**config.mk**
```make
export PLATFORM = sky130hd
export DESIGN_NAME = pw_cache
export DESIGN_NICKNAME = d
export VERILOG_FILES = /design/src/rtl/pw_cache_pkg.sv /design/src/rtl/pw_cache_sat_cnt16.sv /design/src/rtl/pw_cache.sv
export SDC_FILE = /design/constraint.sdc
export NUM_CORES = 1
export LEC_CHECK = 0
export CORE_UTILIZATION = 30
export CTS_CLUSTER_DIAMETER = 60
export DETAILED_ROUTE_END_ITERATION = 6
export SETUP_SLACK_MARGIN = 0.3
export SLEW_MARGIN = 20
export SYNTH_ARGS = -nofsm -noshare
export SYNTH_HDL_FRONTEND = slang
export SYNTH_SLANG_ARGS = --single-unit
```
**constraint.sdc**
```tcl
create_clock -name clk_i -period 4.2 [get_ports clk_i]
set_input_delay 0.42 -clock clk_i [delete_from_list [all_inputs] [get_ports clk_i]]
set_output_delay 0.42 -clock clk_i [all_outputs]
set_load 0.05 [all_outputs]
```
**src/rtl/pw_cache_pkg.sv**
```systemverilog
// Shared widths, FSM state encoding and entry layout for the page-walk cache.
package pwu_pkg;

    localparam int KEY_W     = 16;
    localparam int IDX_W_DEF = 4;
    localparam int TAG_W_MAX = KEY_W - 1;
    localparam int DATA_W    = 16;

    typedef enum logic [1:0] {
        IDLE = 2'd0,
        REQ  = 2'd1,
        WAIT = 2'd2
    } pw_c_state_e;

    // Tag field is sized for the smallest legal index so any IDX_W fits;
    // the unused upper bits stay zero.
    typedef struct packed {
        logic                 valid;
        logic [TAG_W_MAX-1:0] tag;
        logic [DATA_W-1:0]    data;
    } pw_c_entry_t;

    function automatic logic [TAG_W_MAX-1:0] tag_of(input logic [KEY_W-1:0] key,
                                                    input int unsigned      idx_w);
        logic [KEY_W-1:0] shifted;
        shifted = key >> idx_w;
        return shifted[TAG_W_MAX-1:0];
    endfunction

endpackage

```
**src/rtl/pw_cache_sat_cnt16.sv**
```systemverilog
// 16-bit event counter that sticks at all-ones instead of wrapping.
module sat_cnt16 (
    input  logic        clk_i,
    input  logic        resetn_i,
    input  logic        inc_i,
    output logic [15:0] cnt_o
);

    always_ff @(posedge clk_i or negedge resetn_i) begin
        if (!resetn_i) begin
            cnt_o <= '0;
        end else if (inc_i && (cnt_o != 16'hFFFF)) begin
            cnt_o <= cnt_o + 16'd1;
        end
    end

endmodule

```
**src/rtl/pw_cache.sv**
```systemverilog
// Direct-mapped page-walk cache: registered lookup, stalling refill over a
// valid/ready port, single-cycle flush and saturating hit/miss counters.
module pw_cache
    import pwu_pkg::*;
#(
    parameter int IDX_W = IDX_W_DEF
) (
    input  logic        clk_i,
    input  logic        resetn_i,
    input  logic [31:0] pw_c_va_i,
    input  logic        pw_c_vld_i,
    output logic [15:0] pw_c_pa_o,
    output logic        pw_c_stall_o,
    output logic [15:0] rf_req_key_o,
    output logic        rf_req_vld_o,
    input  logic        rf_req_rdy_i,
    input  logic [15:0] rf_rsp_pa_i,
    input  logic        rf_rsp_vld_i,
    input  logic        flush_i,
    output logic [15:0] hit_cnt_o,
    output logic [15:0] miss_cnt_o
);

    localparam int ENTRIES = 1 << IDX_W;

    logic [KEY_W-1:0] key;
    logic [IDX_W-1:0] idx;
    logic [IDX_W-1:0] refill_idx;
    logic [15:0]      unused_va_bits;

    pw_c_entry_t entries [ENTRIES];
    pw_c_state_e state, state_nxt;

    logic [KEY_W-1:0] key_q;
    logic [15:0]      pa_q;
    logic             stale_q;

    logic lookup_hit;
    logic hit_evt;
    logic miss_evt;
    logic install;
    logic req_vld;
    logic stall;

    assign key            = pw_c_va_i[31:16];
    assign unused_va_bits = pw_c_va_i[15:0];
    assign idx            = key[IDX_W-1:0];
    assign refill_idx     = key_q[IDX_W-1:0];
    assign lookup_hit     = entries[idx].valid && (entries[idx].tag == tag_of(key, IDX_W));

    always_ff @(posedge clk_i or negedge resetn_i) begin
        if (!resetn_i) begin
            state <= IDLE;
        end else begin
            state <= state_nxt;
        end
    end

    // A flush coinciding with a lookup forces the miss path so no data
    // from an entry being invalidated this edge is ever returned.
    always_comb begin
        state_nxt = state;
        hit_evt   = 1'b0;
        miss_evt  = 1'b0;
        install   = 1'b0;
        req_vld   = 1'b0;
        stall     = 1'b0;
        unique case (state)
            IDLE: begin
                if (pw_c_vld_i) begin
                    if (lookup_hit && !flush_i) begin
                        hit_evt = 1'b1;
                    end else begin
                        miss_evt  = 1'b1;
                        stall     = 1'b1;
                        state_nxt = REQ;
                    end
                end
            end
            REQ: begin
                req_vld = 1'b1;
                stall   = 1'b1;
                if (rf_req_rdy_i) begin
                    state_nxt = WAIT;
                end
            end
            WAIT: begin
                stall = 1'b1;
                if (rf_rsp_vld_i) begin
                    install   = !(stale_q || flush_i);
                    state_nxt = IDLE;
                end
            end
            default: begin
                state_nxt = IDLE;
            end
        endcase
    end

    always_ff @(posedge clk_i or negedge resetn_i) begin
        if (!resetn_i) begin
            key_q   <= '0;
            pa_q    <= '0;
            stale_q <= 1'b0;
        end else begin
            if (miss_evt) begin
                key_q <= key;
            end
            if (hit_evt) begin
                pa_q <= entries[idx].data;
            end
            if ((state == WAIT) && rf_rsp_vld_i) begin
                stale_q <= 1'b0;
            end else if ((state != IDLE) && flush_i) begin
                stale_q <= 1'b1;
            end
        end
    end

    always_ff @(posedge clk_i or negedge resetn_i) begin
        if (!resetn_i) begin
            for (int i = 0; i < ENTRIES; i++) begin
                entries[i] <= '0;
            end
        end else if (flush_i) begin
            for (int i = 0; i < ENTRIES; i++) begin
                entries[i].valid <= 1'b0;
            end
        end else if (install) begin
            entries[refill_idx].valid <= 1'b1;
            entries[refill_idx].tag   <= tag_of(key_q, IDX_W);
            entries[refill_idx].data  <= rf_rsp_pa_i;
        end
    end

    sat_cnt16 u_hit_cnt (
        .clk_i    (clk_i),
        .resetn_i (resetn_i),
        .inc_i    (hit_evt),
        .cnt_o    (hit_cnt_o)
    );

    sat_cnt16 u_miss_cnt (
        .clk_i    (clk_i),
        .resetn_i (resetn_i),
        .inc_i    (miss_evt),
        .cnt_o    (miss_cnt_o)
    );

    assign pw_c_pa_o    = pa_q;
    assign pw_c_stall_o = stall;
    assign rf_req_key_o = key_q;
    assign rf_req_vld_o = req_vld;

endmodule

```
==> reports/qor.txt <==
status: complete, no violations
Initial Util: 0.303
full die area: 81000 sq um
Reg power frac: 0.464
Setup-failing EPs final: 0
CTS tree: built
hold crit path type: reg -> reg
post-route insts no fill: 2711
post-synthesis cell area: 24000 sq um
Final Slew Violations: 0
Comb power frac: 0.173
Nets: 1673
Peak VDD IR: 0.000351 V
CP Class: reg -> out
placed cell areas: 26400 sq um
cell taking the most area after synthesis: dfrtp_1
slew margin rel.: 0.392
vias in the first global route: 14600
Core Footprint: 79000 sq um
Most common cell on crit path: mux4_2
grt ovf: 0
Final Worst Setup Slack: 0.444 ns
vias after detailed routing: 13300
clk buf depth: 3
clock slew at reported path FFs: 0.06 ns
main area contributors after synthesis: dfrtp_1 55%, mux2_2 23%, mux4_2 13%
Routed WL per cell: 21.5 um
largest net degree at the start of global routing: 111
EDFF count, synth: 0
Detailed Place HPWL: 36100 um
crit start category: flop
clk_lat worst skew: 0.62 ns
DR iter-0 viols: 658
drt drc: 0
Peak Freq: 0.266 GHz
Synth Area in Adders: 0.00313
endpoints failing hold: 0
crit path capture type: primary output
crit path DAT: 3.34 ns
fin crit share: 0.894
register bit count reported by yosys: 531
Slew @ Worst Pin: 0.912 ns
asr flop ratio synth: 1.00
PwrDens: 491 nW/um^2
sequential area share after synthesis: 0.555
CP max-delay cell: mux4_2
library cells used by synthesis: 43
mux share of post-synthesis cell area: 0.361
largest family of logic cells by synthesized area: multiplexers
Post-Synth XOR/XNOR Area: 0.0124
Die Y: 285 um
first-pass GRT wire length: 91200 um
Pre-antenna DRT Iters: 4
compound-cell area share of the yosys netlist: 0.0132
Post-Synth Simple-Gate Area: 0.0310
P_int: 10.0 mW
final instance area: 28300 sq um
final setup TNS: 0 ns
Mapped Cells: 1517
final setup skew: 0.0151 ns
Avg Synthesized Cell Area: 15.8 sq um
Post-Route WL: 58400 um
Post-Synthesis Net Count: 1577
CP Cell Sequence: mux4_2 -> mux4_2 -> xor2_2 -> nor3_2 -> and4_4 -> a31oi_4 -> and2_4 -> o21ba_2 -> buf_12
H-tree Lvls: 2
Worst path max stage delay: 0.50 ns
critical path fanouts, max: 3
switching share of power: 0.281
IO Port Bufs: 103
initial antenna violation count: 1
via density per instance: 4.91
global-route usage over all layers: 0.146
minimum clock period: 3.76 ns
worst path required time: 3.78 ns
utilization after layout: 0.359
Clock Sinks: 531
Die X: 285 um
post-synth top area share: 0.555
CTS Buf Count: 56
Final ANT Viol Nets: 0
max-cap viol count: 0
Synth-to-Final Area Change: 18.2%
Main synth FF type: dfrtp_1
I/O pin count: 120
cell count after placement: 2602
share of layout cells above drive strength 1: 0.485
RSZ-0062 raised after global routing: false
DP Worst Slack: 0.183 ns
Lkg Pwr: 13.3 nW
yosys warns: 0
row cnt: 103
CTS Root Cell: clkbuf_16
part of the power in the clock network: 0.363
Net Sw Power: 3.91 mW
Final Wtd Congestion: 0.748
## power groups by stage
stage	registers, mW	clock network [mW]	logic (mW)
after global placement	6.48	0	2.37
final	6.46	5.05	2.40
after detailed placement	6.55	0	2.43
after floorplan	6.59	0	1.44
after CTS	6.46	5.21	2.44
after global routing	6.58	5.40	2.58
## timing repair
action	4_1_cts	5_1_grt
hold buffers	1	0
hold endpoints to repair	101	0
setup buffers	0	2
setup endpoints to repair	1	1
gates resized for setup	3	3
pin swaps	0	2
cloned	0	0
## cell type report
type | count | area, sq um
flip-flops and latches | 531 | 13300
fillers | 7394 | 50700
diodes | 1 | 2.50
inverters | 20 | 75.1
clock buffers | 84 | 1650
multi-input cells | 846 | 10100
clock inverters | 21 | 244
well taps | 1050 | 1310
repair buffers | 158 | 1610
## Yosys cell counts, types with 4 or more instances
| library cell | n |
|---|---|
| nor2b_1 | 11 |
| nand4_1 | 9 |
| dfrtp_1 | 531 |
| a21oi_1 | 10 |
| a21o_1 | 5 |
| and2_1 | 10 |
| ha_1 | 6 |
| xor2_1 | 17 |
| mux4_2 | 133 |
| nor4_2 | 5 |
| nor2_1 | 12 |
| inv_1 | 20 |
| nand2_1 | 24 |
| nor3_1 | 9 |
| buf_2 | 13 |
| o21ai_0 | 12 |
| xnor2_1 | 17 |
| mux2_4 | 9 |
| nand3_1 | 14 |
| a22oi_1 | 13 |
| mux2i_1 | 13 |
| nor4_1 | 4 |
| clkbuf_1 | 81 |
| and3_1 | 15 |
| mux2_2 | 479 |
| buf_1 | 21 |
## routing by layer
| layer | GRT usage | share of wire |
|---|---|---|
| met1 | 0.194 | 0.43 |
| met2 | 0.244 | 0.49 |
| met3 | 0.0253 | 0.050 |
| met4 | 0.0425 | 0.025 |
| met5 | 0 | 0 |
## cells by family (layout without fill, tap and decap cells)
| kind of cell | count (synthesis) | after routing |
|---|---|---|
| mux | 634 | 634 |
| flops | 531 | 531 |
| buf+inv | 140 | 283 |
| simple gates | 126 | 126 |
| compound gates | 46 | 46 |
| xor+xnor | 34 | 34 |
| fa+ha+maj | 6 | 6 |
| other cells | 0 | 1 |
## flip-flops by register name, summed over array words and instances (netlist names)
signal / flops
pw_c_pa_o: 16
stale_q: 1
rf_req_key_o: 16
entries: 464
state: 2
u_miss_cnt.cnt_o: 16
u_hit_cnt.cnt_o: 16
## worst paths after layout
path	start	endpoint	slack, ns	cells past startpoint
setup reg to reg	entries[281]	u_hit_cnt.cnt_o[14]	0.92	9
setup / recovery	entries[281]	pw_c_stall_o	0.44	9
hold reg to reg	entries[415]	entries[415]	0.48	1
min in group asynchronous	resetn_i	entries[100]	0.49	2
max in group asynchronous	resetn_i	entries[36]	2.57	3
hold / removal	entries[415]	entries[415]	0.48	1
## stage by stage
stage	hold slack (ns)	total power, mW
detailed placement	0.468	8.97
CTS	0.481	14.1
finish	0.479	13.9
global placement	0.458	8.85
floorplan	0.124	8.04
global route	0.504	14.6
## critical path, delay by kind of cell, from the launching register on
family                 cells  cell delay, ns
buffers and inverters      1            0.15
AO/OA/AOI/OAI              2            0.32
AND/OR/NAND/NOR            3            0.72
multiplexers               2            0.97
flip-flops                 1            0.38
XOR/XNOR                   1            0.18
## placed cells by master (no fill, tap or decap), types with 8 or more instances in the layout
cell type / instances
a22oi_1: 13
nand2_1: 15
clkbuf_1: 15
nor2b_1: 11
buf_12: 13
clkbuf_16: 57
clkinv_2: 12
inv_1: 20
xnor2_1: 17
mux4_2: 133
a21oi_1: 10
o21ai_0: 12
xor2_1: 16
clkdlybuf4s50_1: 97
nand2_2: 9
clkbuf_8: 12
nor2_1: 12
mux2_2: 479
mux2i_1: 13
and3_1: 12
mux2_4: 9
nor3_1: 8
nand4_1: 9
nand3_1: 13
buf_4: 43
dfrtp_1: 531
Note: power is estimated with default switching activity, not from simulation.
